==> src/rtl/msk_pkg.sv <==
// Shared definitions for the MSK frame synchroniser: state encoding,
// default sync word and the Hamming-weight helper used by the correlator.
package msk_pkg;

   typedef enum logic [1:0] {
      ST_SEARCH = 2'b00,
      ST_CHECK  = 2'b01,
      ST_LOCK   = 2'b10
   } msk_state_t;

   localparam logic [31:0] SYNC_WORD_DEFAULT = 32'h1ACFFC1D;

   function automatic logic [5:0] popcount32(input logic [31:0] v);
      logic [5:0] c;
      c = '0;
      for (int i = 0; i < 32; i++) begin
         c = c + {5'd0, v[i]};
      end
      return c;
   endfunction

endpackage

==> src/rtl/sync_correlator.sv <==
// Bit shift register and registered Hamming distances of the last 32 bits
// against the sync word, in both polarities.
module sync_correlator
   import msk_pkg::*;
#(
   parameter logic [31:0] SYNC_WORD = SYNC_WORD_DEFAULT
) (
   input  logic       rst,
   input  logic       clk,
   input  logic       bit_en,
   input  logic       din,
   output logic       eval_en,
   output logic       cur_bit,
   output logic [5:0] dist_p,
   output logic [5:0] dist_n
);

   logic [31:0] sr;
   logic [31:0] sr_next;

   assign sr_next = {sr[30:0], din};
   // Newest bit; valid together with the distances on the eval cycle.
   assign cur_bit = sr[0];

   always_ff @(posedge clk or posedge rst) begin
      if (rst) begin
         sr      <= '0;
         dist_p  <= '0;
         dist_n  <= '0;
         eval_en <= 1'b0;
      end else begin
         eval_en <= bit_en;
         if (bit_en) begin
            sr     <= sr_next;
            dist_p <= popcount32(sr_next ^ SYNC_WORD);
            dist_n <= popcount32(~sr_next ^ SYNC_WORD);
         end
      end
   end

endmodule

==> src/rtl/msk_frame_sync.sv <==
// Frame synchroniser: SEARCH/CHECK/LOCK sync tracking with flywheel,
// polarity resolution and MSB-first byte packing of the payload.
module msk_frame_sync
   import msk_pkg::*;
#(
   parameter logic [31:0] SYNC_WORD   = SYNC_WORD_DEFAULT,
   parameter int          FRAME_BYTES = 64,
   parameter int          SEARCH_ERR  = 0,
   parameter int          LOCK_ERR    = 2,
   parameter int          CONFIRM     = 2,
   parameter int          FLYWHEEL    = 3
) (
   input  logic       rst,
   input  logic       clk,
   input  logic       din,
   input  logic       bit_sync,
   output logic [7:0] data_out,
   output logic       data_valid,
   output logic       frame_start,
   output logic       frame_end,
   output logic       locked,
   output logic       invert,
   output logic [1:0] state
);

   localparam int FRAME_BITS = FRAME_BYTES * 8;
   localparam int LAST_BIT   = FRAME_BITS + 31;
   localparam int BCW        = $clog2(LAST_BIT + 1);

   localparam logic [BCW-1:0] LAST_B     = BCW'(LAST_BIT);
   localparam logic [BCW-1:0] PAY_END    = BCW'(FRAME_BITS);
   localparam logic [BCW-1:0] FIRST_BYTE = BCW'(7);
   localparam logic [BCW-1:0] FINAL_BYTE = BCW'(FRAME_BITS - 1);
   localparam logic [5:0]     SEARCH_LIM = 6'(SEARCH_ERR);
   localparam logic [5:0]     LOCK_LIM   = 6'(LOCK_ERR);
   localparam logic [3:0]     CONFIRM_L  = 4'(CONFIRM);
   localparam logic [3:0]     FLYWHEEL_L = 4'(FLYWHEEL);

   msk_state_t     state_q, state_d;
   logic           bs_q, bs_q2, bit_en;
   logic           eval_en, cur_bit, pay_bit;
   logic [5:0]     dist_p, dist_n, dist_sel;
   logic [BCW-1:0] bcnt;
   logic [2:0]     good_cnt, miss_cnt;
   logic [6:0]     byte_sr;
   logic           window, sync_ok, hit, hit_inv;

   always_ff @(posedge clk or posedge rst) begin
      if (rst) begin
         bs_q  <= 1'b0;
         bs_q2 <= 1'b0;
      end else begin
         bs_q  <= bit_sync;
         bs_q2 <= bs_q;
      end
   end

   assign bit_en = bs_q & ~bs_q2;

   sync_correlator #(.SYNC_WORD(SYNC_WORD)) u_corr (
      .rst     (rst),
      .clk     (clk),
      .bit_en  (bit_en),
      .din     (din),
      .eval_en (eval_en),
      .cur_bit (cur_bit),
      .dist_p  (dist_p),
      .dist_n  (dist_n)
   );

   assign dist_sel = invert ? dist_n : dist_p;
   assign sync_ok  = (dist_sel <= LOCK_LIM);
   assign window   = (bcnt == LAST_B);
   assign pay_bit  = cur_bit ^ invert;
   assign state    = state_q;

   always_ff @(posedge clk or posedge rst) begin
      if (rst) state_q <= ST_SEARCH;
      else     state_q <= state_d;
   end

   // All decisions are taken only on the eval cycle (one clk after bit_en).
   always_comb begin
      state_d = state_q;
      hit     = 1'b0;
      hit_inv = 1'b0;
      if (eval_en) begin
         case (state_q)
            ST_SEARCH: begin
               if (dist_p <= SEARCH_LIM) begin
                  hit     = 1'b1;
                  state_d = ST_CHECK;
               end else if (dist_n <= SEARCH_LIM) begin
                  hit     = 1'b1;
                  hit_inv = 1'b1;
                  state_d = ST_CHECK;
               end
            end
            ST_CHECK: begin
               if (window) begin
                  if (!sync_ok)
                     state_d = ST_SEARCH;
                  else if (({1'b0, good_cnt} + 4'd1) >= CONFIRM_L)
                     state_d = ST_LOCK;
               end
            end
            ST_LOCK: begin
               if (window && !sync_ok && (({1'b0, miss_cnt} + 4'd1) >= FLYWHEEL_L))
                  state_d = ST_SEARCH;
            end
            default: state_d = ST_SEARCH;
         endcase
      end
   end

   // data_valid is a single-clk strobe; data_out and the frame markers are
   // meaningful only while it is high. There is no backpressure.
   always_ff @(posedge clk or posedge rst) begin
      if (rst) begin
         data_out    <= '0;
         data_valid  <= 1'b0;
         frame_start <= 1'b0;
         frame_end   <= 1'b0;
         locked      <= 1'b0;
         invert      <= 1'b0;
         bcnt        <= '0;
         good_cnt    <= '0;
         miss_cnt    <= '0;
         byte_sr     <= '0;
      end else begin
         data_valid  <= 1'b0;
         frame_start <= 1'b0;
         frame_end   <= 1'b0;
         locked      <= (state_d == ST_LOCK);
         if (eval_en) begin
            if (state_q == ST_SEARCH) begin
               if (hit) begin
                  invert   <= hit_inv;
                  bcnt     <= '0;
                  good_cnt <= 3'd1;
                  miss_cnt <= '0;
               end
            end else begin
               bcnt <= window ? '0 : bcnt + BCW'(1);
               if (bcnt < PAY_END) begin
                  byte_sr <= {byte_sr[5:0], pay_bit};
                  if (bcnt[2:0] == 3'd7) begin
                     data_out    <= {byte_sr, pay_bit};
                     data_valid  <= 1'b1;
                     frame_start <= (bcnt == FIRST_BYTE);
                     frame_end   <= (bcnt == FINAL_BYTE);
                  end
               end
               if (window) begin
                  if (sync_ok) begin
                     miss_cnt <= '0;
                     if (state_q == ST_CHECK) good_cnt <= good_cnt + 3'd1;
                  end else if (state_q == ST_LOCK) begin
                     miss_cnt <= miss_cnt + 3'd1;
                  end
               end
            end
         end
      end
   end

endmodule

==> config.mk <==
export PLATFORM = sky130hd
export DESIGN_NAME = msk_frame_sync
export DESIGN_NICKNAME = d
export VERILOG_FILES = /design/src/rtl/msk_pkg.sv /design/src/rtl/sync_correlator.sv /design/src/rtl/msk_frame_sync.sv
export SDC_FILE = /design/constraint.sdc
export NUM_CORES = 1
export LEC_CHECK = 0
export ABC_AREA = 0
export BUFFER_PORTS_ARGS = -buffer_cell sky130_fd_sc_hd__buf_2
export CAP_MARGIN = 20
export CORE_MARGIN = 5
export CORE_UTILIZATION = 50
export CTS_CLUSTER_SIZE = 14
export DETAILED_ROUTE_END_ITERATION = 7
export PLACE_DENSITY_LB_ADDON = 0.1
export SYNTH_ARGS = -nofsm -noshare
export SYNTH_HDL_FRONTEND = slang
export SYNTH_SLANG_ARGS = --single-unit
==> constraint.sdc <==
create_clock -name clk -period 5.1 [get_ports clk]
set_input_delay 0.255 -clock clk [delete_from_list [all_inputs] [get_ports clk]]
set_output_delay 0.255 -clock clk [all_outputs]
set_load 0.05 [all_outputs]
==> results.md, run 1 <==
* Int Power at 0.00231 W
* Skew-Pair Late Insertion Delay at 0.36 ns
* GRT Util Overall at 0.175
* Row count at 36
* Hold/Removal Path Class: in2reg
* Cell taking the most area after synthesis: dfrtp_1
* CTS tree: built
* Synth cell types at 45
* Sequential cell area at 0.00210 mm²
* Worst path slowest cell: fa_1
* Status: complete, no violations
* Filler cells at 904
* Die ar. at 0.0121 mm²
* Core area at 0.00977 mm²
* Tmin final at 4.98 ns
* Gpl congestion at 0.800
* Worst-path cell chain: ha_4 -> inv_1 -> fa_1 -> inv_1 -> fa_1 -> fa_1 -> inv_1 -> fa_1 -> fa_1 -> fa_1 -> fa_1 -> inv_1 -> fa_2 -> a21o_1 -> a21oi_2 -> xor2_1 -> o21ai_1
* Drt wl/cell at 14.3 µm
* Initial antenna violation count at 0
* Die Ht at 110 µm
* Slew margin rel. at 0.410
* Clock Sinks at 84
* Initial Utilization at 0.513
* RSZ-0062 raised after global routing: yes
* Top cells by area, synth: dfrtp_1 (42%), fa_1 (18%), inv_1 (6.1%)
* Most frequent cells in the layout: dfrtp_1 (84), inv_1 (80), nand2_1 (57)
* Synth Flop Type: dfrtp_1
* Post-route clock period utilization at 0.976
* Setup crit start kind: flip-flop
* F_max at 201 MHz
* Final hold violations at 0
* First-pass GRT wire length at 16.4 mm
* DP HPWL at 6.91 mm
* Fin area at 0.00552 mm²
* Antenna-violating nets left at 0
* Vias at 3207
* TritonRoute pass-1 iters at 6
* Final count of pins violating max slew at 0
* Most common cell after layout, fill and taps aside: dfrtp_1
* Net Switching at 0.00179 W
* Synth Register Bits at 84
* Mapped Cells at 477
* Peak VDD IR at 449 µV
* Synth Warn # at 0
* Setup TNS at 0 ns
* CTS Buffer Depth at 2
* Area after DPL at 0.00528 mm²
* Ys async rst share at 1.00
* Total wire length at 9.16 mm
* Clock power frac at 0.123
* Slew @ Worst Pin at 0.881 ns
* Fin nets at 570
* Drt drc at 0
* Post-route worst setup slack at 0.121 ns
* PwrDens at 743 mW/mm²
* Leak at 2.72 nW
* Largest net degree at the start of global routing at 66
* Proportion of layout cells with a drive suffix above 1 at 0.146
* Multi-input gate area at 0.00257 mm²
* Layout area overhead at 9.95%
* WP data required at 5.35 ns
* Arrival time at the worst endpoint at 5.22 ns
* Port-buffer cells at 18
* Crit path max fanout at 2
* Comb power frac at 0.657
* Reg power frac at 0.220
* Worst-path clk slew at 0.09 ns
* Ant diodes at 0
* GR Overflow Total at 0
* Drt via density at 5.02
* Post-synth top area share at 0.419
* Die X at 110 µm
* H-Tree Depth at 3
* I/O Pins at 19
* Root Buffer: clkbuf_8
* Avg Cell Area, Syn at 10.5 µm²
* Final Setup Violations at 0
* Crit. End Element: flip-flop
* Worst slack at placement at -0.191 ns
* Switching share of power at 0.436
* Post-synth EDFFs at 0
* Synth Net Count at 546
* Vias in the first global route at 3447
* Post-synthesis sequential area ratio at 0.419
* Setup Skew at 0.0124 ns
* CP dominant cell by count: fa_1
* WS Path Type: reg2reg
* CTS Buf Count at 9
* DRT iter0 DRCs at 163
* Max_cap viols at 0
* Pwr Total at 0.00410 W
* Max incr delay on CP at 0.52 ns
* Post-Syn Area at 0.00502 mm²
## sequential cells by signal, indices dropped and copies added, names as in the netlist, 2 cells and up
| register | flops |
|---|---|
| good_cnt | 3 |
| miss_cnt | 3 |
| byte_sr | 7 |
| data_out | 8 |
| state | 2 |
| u_corr.sr | 31 |
| u_corr.dist_p | 6 |
| u_corr.dist_n | 6 |
| bcnt | 10 |
## layer usage
metal  GRT usage  part of all wire  vias up
met5           0                 0        -
met4      0.0598             0.016        0
met3      0.0297             0.022       12
met2       0.299              0.51       33
met1       0.226              0.45     1577
li1            -                 -     1585
## layout make-up
cell class	instances	share of cell area
clock inverter	7	0.0143
tap	133	0.0302
sequential	84	0.381
clock buffer	9	0.0225
inverter	82	0.0560
timing repair buffer	27	0.0295
multi-input combinational	297	0.466
## critical path, delay by kind of cell (launching register included)
| kind | cells | cell delay [ns] |
|---|---|---|
| AOI/OAI and AO/OA | 3 | 0.37 |
| xor gates and xnor gates | 1 | 0.15 |
| adders and majority gates | 9 | 3.71 |
| buffers and inverters | 4 | 0.20 |
| DFF | 1 | 0.42 |
## per-stage QoR
stage,hold WS (ns),utilization,instances
2_1_floorplan,0.286,-,477
3_3_place_gp,0.238,0.540,621
3_5_place_dp,0.249,0.540,621
4_1_cts,0.199,0.564,639
5_1_grt,0.223,0.564,639
6_report,0.213,0.564,639
## what timing repair did
action	CTS	global route
setup endpoints to repair	3	4
endpoints found under the hold margin	20	0
gates resized for setup	4	3
buffers inserted	0	0
pin swaps	7	8
hold buffers	2	0
## synth_stat cells, types with 5 or more instances
library cell,n
nor2b_1,5
o21ai_0,47
mux2_2,13
a21oi_1,10
clkbuf_1,11
inv_1,82
fa_1,44
a21o_1,6
nor2_1,16
dfrtp_1,84
xor2_1,8
nand3_1,7
a31oi_1,5
nand2_1,57
ha_1,21
a22o_1,6
## final timing paths
check	start	end	slack [ns]	depth (start not counted)
worst max-delay path	u_corr.sr[0]	u_corr.dist_n[4]	0.12	17
worst min register to register	bs_q	bs_q2	0.39	0
min in group asynchronous	rst	u_corr.sr[26]	0.40	3
max in group asynchronous	rst	bcnt[5]	3.55	4
worst max register to register	u_corr.sr[0]	u_corr.dist_n[4]	0.12	17
worst min-delay path	din	u_corr.sr[0]	0.21	4
## power by group through the flow
stage	Clock (W)	Combinational, W	Sequential, W
finish	0.000502	0.00269	0.000901
global route	0.000547	0.00314	0.000923
CTS	0.000518	0.00273	0.000904
detailed placement	0	0.00268	0.000917
global placement	0	0.00260	0.000910
floorplan	0	0.00209	0.000983
## cell families (layout without fill, tap and decap cells)
group                    after synthesis  count (layout)  share of synthesized area
AND/OR/NAND/NOR                      115             115                      0.112
buffers and inverters                 96             125                     0.0733
AO/OA/AOI/OAI                         89              89                      0.112
flip-flops                            84              84                      0.419
adder cells (fa/ha/maj)               65              65                      0.228
multiplexers                          16              16                     0.0352
XOR/XNOR                              12              12                     0.0210
Note: power is estimated with default switching activity, not from simulation.
==> inputs of run 2 (changes only) <==
--- a/config.mk
+++ b/config.mk
@@ -6,7 +6,7 @@
 export NUM_CORES = 1
 export LEC_CHECK = 0
 export ABC_AREA = 0
-export BUFFER_PORTS_ARGS = -buffer_cell sky130_fd_sc_hd__buf_2
+export BUFFER_PORTS_ARGS = -buffer_cell sky130_fd_sc_hd__clkbuf_2
 export CAP_MARGIN = 20
 export CORE_MARGIN = 5
 export CORE_UTILIZATION = 50
==> run 2 against run 1 <==
Net effect:
- maximum frequency down 0.68%
- first-iteration DRC count up 1.2%
- count of clock-buffer cells in the layout up 2
==> results.md, run 2 (synthesis gave the netlist of run 1 again) <==
* Status: complete, no violations
* Fin nets at 570 (unchanged)
* Post-route clock period utilization at 0.983 (+0.00667)
* Cell Count, Final, Fillers Out at 639 (unchanged)
* Core area at 0.00977 mm² (unchanged)
* CP dominant cell by count: fa_1
* Root Buffer: clkbuf_8
* Filler cells at 901 (-0.33%)
* Final hold violations at 0 (unchanged)
* GR Overflow Total at 0 (unchanged)
* WS Path Type: reg2reg
* Setup crit start kind: flip-flop
* CTS tree: built
* Fin area at 0.00553 mm² (+0.27%)
* Max_cap viols at 0 (unchanged)
* Setup TNS at 0 ns (unchanged)
* Ant diodes at 0 (unchanged)
* Crit path max fanout at 2 (unchanged)
* Port-buffer cells at 18 (unchanged)
* Drt via density at 5.05 (+0.53%)
* Worst-path clk slew at 0.08 ns (about the same)
* Final Setup Violations at 0 (unchanged)
* Slew @ Worst Pin at 0.829 ns (-0.0518 ns)
* Skew-Pair Late Insertion Delay at 0.36 ns (about the same)
* Largest regs: u_corr.sr (31), bcnt (10), data_out (8)
* Area after DPL at 0.00528 mm² (unchanged)
* Initial antenna violation count at 0 (unchanged)
* Setup Skew at 0.00608 ns (-0.00636 ns)
* Max reg flops at 31 (unchanged)
* Crit path buf inv count at 4 (unchanged)
* Row count at 36 (unchanged)
* Crit. End Element: flip-flop
* Die Ht at 110 µm (unchanged)
* Clock Sinks at 84 (unchanged)
* Gpl congestion at 0.812 (+1.4%)
* CP top delay family: adder cells
* Largest net degree at the start of global routing at 65 (-1.5%)
* Worst-path cell chain: ha_4 -> fa_1 -> inv_2 -> fa_1 -> fa_1 -> inv_1 -> fa_1 -> fa_1 -> fa_1 -> inv_2 -> fa_2 -> fa_2 -> inv_2 -> a21o_1 -> a21oi_2 -> xor2_1 -> o21ai_1
* DRT iter0 DRCs at 165 (+1.2%)
* Vias at 3224 (+0.53%)
* Total wire length at 8.97 mm (-2.1%)
* Max incr delay on CP at 0.52 ns (about the same)
* RSZ-0062 raised after global routing: yes
* H-Tree Depth at 3 (unchanged)
* Initial Utilization at 0.513 (unchanged)
* Layout area overhead at 10.3%
* Final count of pins violating max slew at 0 (unchanged)
* Antenna-violating nets left at 0 (unchanged)
* Most common cell after layout, fill and taps aside: dfrtp_1
* I/O Pins at 19 (unchanged)
* Drt wl/cell at 14.0 µm (-2.1%)
* Die X at 110 µm (unchanged)
* GRT Util Overall at 0.170 (-0.00457)
* CTS Buf Count at 9 (unchanged)
* CTS Buffer Depth at 2 (unchanged)
* Hold/Removal Path Class: in2reg
* Die ar. at 0.0121 mm² (unchanged)
* Slew margin rel. at 0.445 (+0.0346)
* Vias in the first global route at 3426 (-0.61%)
* Proportion of layout cells with a drive suffix above 1 at 0.146 (unchanged)
* DP HPWL at 6.67 mm (-3.5%)
* Drt drc at 0 (unchanged)
* Most frequent cells in the layout: dfrtp_1 (84), inv_1 (78), nand2_1 (57)
* TritonRoute pass-1 iters at 4 (-2)
* WP data required at 5.38 ns (+0.03 ns)
* DP Cell Count at 621 (unchanged)
* Arrival time at the worst endpoint at 5.30 ns (+0.08 ns)
* Tmin final at 5.01 ns (+0.0340 ns)
* F_max at 199 MHz (-0.68%)
* Reg with most FFs: u_corr.sr
* Worst path slowest cell: fa_1
* First-pass GRT wire length at 16.0 mm (-2.9%)
## run 2: layout make-up
class	count	area, µm²	share of cell area
Tap cell	133	166	0.0301
Sequential cell	84	2100	0.380
Clock inverter	5	85.1	0.0154
Timing Repair Buffer	27	163	0.0294
Clock buffer	11	131	0.0238
Multi-Input combinational cell	297	2570	0.465
Inverter	82	309	0.0559
## run 2: path summary, 6_finish.rpt
kind	startpoint	end	slack, ns	cells after the start
min	din	u_corr.sr[0]	0.24	4
max reg2reg	u_corr.sr[0]	u_corr.dist_p[4]	0.09	17
max in group asynchronous	rst	miss_cnt[1]	3.58	4
min in group asynchronous	rst	u_corr.sr[23]	0.39	3
min reg2reg	bs_q	bs_q2	0.39	0
max	u_corr.sr[0]	u_corr.dist_p[4]	0.09	17
## run 2: stage by stage
stage                     hold slack, ns  utilization  worst slack, ns
after floorplan                    0.286            -           0.0128
after global placement             0.223        0.540          -0.0730
after detailed placement           0.231        0.540           -0.149
after CTS                          0.230        0.565           0.0100
after global routing               0.261        0.566           -0.106
final                              0.237        0.566           0.0869
## run 2: per-layer routing
layer,track usage,vias up,share of wire
met5,0,-,0
met4,0.0651,0,0.020
met3,0.0245,17,0.025
met2,0.300,42,0.51
met1,0.212,1577,0.45
li1,-,1588,-
## run 2: what timing repair did
action                                 4_1_cts  5_1_grt
resized for setup                            2        6
setup endpoints to repair                    2        5
pin swaps                                    4        8
endpoints found under the hold margin       21        0
buffers inserted                             0        0
hold buffers                                 2        0
## run 2: worst register-to-register path, cell delays in order (launching register included)
cell,delay [ns]
dfrtp_1,0.41
ha_4,0.23
fa_1,0.52
inv_2,0.04
fa_1,0.47
fa_1,0.49
inv_1,0.05
fa_1,0.49
fa_1,0.43
fa_1,0.51
inv_2,0.04
fa_2,0.40
fa_2,0.38
inv_2,0.05
a21o_1,0.12
a21oi_2,0.06
xor2_1,0.14
o21ai_1,0.11
Power of run 2 is not shown: default switching activity piles up to over one toggle a cycle in this logic, so the estimate is an artifact.
==> inputs of run 3 (changes only) <==
--- a/config.mk
+++ b/config.mk
@@ -8,6 +8,7 @@
 export ABC_AREA = 0
 export BUFFER_PORTS_ARGS = -buffer_cell sky130_fd_sc_hd__clkbuf_2
 export CAP_MARGIN = 20
+export CORE_ASPECT_RATIO = 0.75
 export CORE_MARGIN = 5
 export CORE_UTILIZATION = 50
 export CTS_CLUSTER_SIZE = 14
==> run 3 against run 2 <==
Net effect:
- sequential cell count unchanged
- non-clock buffer count is the same
- global-route usage increased by 0.072 points
- cell count decreased by 0.31%
- clock skew is 0.0011 ns higher
- first-iteration DRC count up 21%
- critical path depth did not move
- core utilization up 0.86 points
- critical endpoint unchanged
==> results.md, run 3 (synthesis gave the netlist of run 1 again) <==
* Status: complete, no violations
* Slew @ Worst Pin at 0.862 ns (+0.0331 ns)
* Gpl congestion at 0.815 (+0.39%)
* Drt drc at 0 (unchanged)
* Hold Path Sink: bs_q
* FF-to-FF End: u_corr.dist_p[4]
* Setup Skew at 0.00720 ns (+0.00112 ns)
* F_max at 200 MHz (about the same)
* Most common cell after layout, fill and taps aside: dfrtp_1
* Initial Utilization at 0.515 (+0.00204)
* Setup crit start kind: flip-flop
* CTS Buf Count at 9 (unchanged)
* CP dominant cell by count: fa_1
* Worst-path cell chain: ha_4 -> fa_1 -> inv_2 -> fa_1 -> fa_1 -> inv_1 -> fa_1 -> fa_1 -> fa_1 -> inv_1 -> fa_2 -> fa_2 -> inv_2 -> a21o_1 -> a21oi_2 -> xor2_1 -> o21ai_1
* Most frequent cells in the layout: dfrtp_1 (84), inv_1 (79), nand2_1 (57)
* GR Overflow Total at 0 (unchanged)
* RSZ-0062 raised after global routing: yes
* Proportion of layout cells with a drive suffix above 1 at 0.149 (+0.00227)
* Max incr delay on CP at 0.52 ns (about the same)
* FF-to-FF path depth at 17 (unchanged)
* Skew-Pair Late Insertion Delay at 0.33 ns (-0.03 ns)
* Reg with most FFs: u_corr.sr
* GRT Util Overall at 0.171 (+0.000722)
* WP data required at 5.35 ns (-0.03 ns)
* Clock Sinks at 84 (unchanged)
* Total wire length at 9.33 mm (+4.1%)
* RR Startpoint: u_corr.sr[0]
* Root Buffer: clkbuf_16
* Die ar. at 0.0122 mm² (+0.17%)
* Layout area overhead at 11.5%
* Worst path slowest cell: fa_1
* Filler cells at 864 (-4.1%)
* Port-buffer cells at 18 (unchanged)
* CTS Buffer Depth at 2 (unchanged)
* Antenna-violating nets left at 0 (unchanged)
* First-pass GRT wire length at 16.8 mm (+5.5%)
* Crit path buf inv count at 4 (unchanged)
* Hold Path Stages at 1 (-3)
* Cell Count, Final, Fillers Out at 637 (-0.31%)
* WS Path Type: reg2reg
* Drt via density at 5.07 (+0.50%)
* Final count of pins violating max slew at 0 (unchanged)
* Worst-path clk slew at 0.06 ns (-0.02 ns)
* I/O Pins at 19 (unchanged)
* Max reg flops at 31 (unchanged)
* Final hold violations at 0 (unchanged)
* H-Tree Depth at 3 (unchanged)
* CTS tree: built
* Max_cap viols at 0 (unchanged)
* Post-CTS setup buffers at 0 (unchanged)
* TritonRoute pass-1 iters at 6 (+2)
* Vias in the first global route at 3419 (-0.20%)
* Fin nets at 570 (unchanged)
* Tmin final at 5.01 ns (-0.00160 ns)
* DP Cell Count at 620 (-0.16%)
* Final Setup Violations at 0 (unchanged)
* Post-route clock period utilization at 0.983 (about the same)
* Reg2Reg Setup Slack at 0.09 ns (about the same)
* DP HPWL at 6.98 mm (+4.6%)
* Hold/Removal Path Class: in2reg
* Crit path max fanout at 2 (unchanged)
* Drt wl/cell at 14.6 µm (+4.4%)
* Row count at 31 (-14%)
* Largest regs: u_corr.sr (31), bcnt (10), data_out (8)
* Largest net degree at the start of global routing at 85 (+31%)
* Die X at 126 µm (+14%)
* CP top delay family: adder cells
* Crit. End Element: flip-flop
* Hold_sp: bit_sync
* Fin util at 0.574 (+0.00855)
* Slew margin rel. at 0.423 (-0.0221)
* Initial antenna violation count at 0 (unchanged)
* Vias at 3230 (+0.19%)
* DRT iter0 DRCs at 200 (+21%)
* Arrival time at the worst endpoint at 5.26 ns (-0.04 ns)
* Core area at 0.00974 mm² (-0.40%)
* Ant diodes at 0 (unchanged)
* Die Ht at 96.7 µm (-12%)
-- run 3: changes by cell type in the layout (fill, tap and decap cells not counted), sizes merged --
cell	previous run	this run
bufinv	2	0
clkinv	2	4
clkinvlp	1	2
clkbuf	29	28
inv	82	81
buf	7	8
dlygate4sd3	2	1
-- run 3: routing by layer --
| metal | share of wire | global-route usage | up-vias |
|---|---|---|---|
| met5 | 0 | 0 | - |
| met4 | 0.011 | 0.0442 | 0 |
| met3 | 0.034 | 0.0407 | 12 |
| met2 | 0.42 | 0.239 | 39 |
| met1 | 0.54 | 0.266 | 1600 |
| li1 | - | - | 1579 |
-- run 3: layout make-up --
type | count | area, µm² | area share
Clock buffer | 10 | 229 | 0.0409
Clock inverter | 5 | 30.0 | 0.00537
Tap cell | 132 | 165 | 0.0295
Inverter | 82 | 309 | 0.0553
Sequential cell | 84 | 2100 | 0.376
Multi-Input combinational cell | 297 | 2580 | 0.461
Timing Repair Buffer | 27 | 180 | 0.0322
-- run 3: worst register-to-register path, cell delays in order, from the launching register on --
cell and delay, ns:
dfrtp_1 0.40, ha_4 0.23, fa_1 0.52, inv_2 0.05, fa_1 0.49, fa_1 0.50, inv_1 0.05, fa_1 0.50
fa_1 0.44, fa_1 0.49, inv_1 0.05, fa_2 0.35, fa_2 0.38, inv_2 0.05, a21o_1 0.12, a21oi_2 0.06
xor2_1 0.14, o21ai_1 0.12
-- run 3: what timing repair did --
item                       CTS  global route
hold endpoints to repair     0            14
hold buffers                 0             1
pin swaps                    8            10
resized for setup            2             6
setup endpoints to repair    2             5
-- run 3: how the worst max path moves through the flow --
stage	startpoint	endpoint	slack [ns]	cells past startpoint
finish	u_corr.sr[0]	u_corr.dist_p[4]	0.09	17
global route	u_corr.sr[0]	u_corr.dist_p[4]	-0.10	17
CTS	u_corr.sr[0]	u_corr.dist_p[4]	0.02	17
detailed placement	din	u_corr.dist_p[4]	-0.21	19
global placement	din	u_corr.dist_p[4]	-0.09	19
floorplan	u_corr.sr[0]	u_corr.dist_p[4]	0.01	17
-- run 3: metrics by stage --
stage,TNS [ns],area (µm²),hold slack [ns],setup slack (ns)
4_1_cts,0,5540,0.0194,0.0160
3_3_place_gp,-0.0900,5280,0.367,-0.0900
2_1_floorplan,0,5030,0.286,0.0128
3_5_place_dp,-0.291,5280,0.365,-0.214
6_report,0,5590,0.0301,0.0885
5_1_grt,-0.227,5590,0.0192,-0.100
Power of run 3 is left out for the same reason.
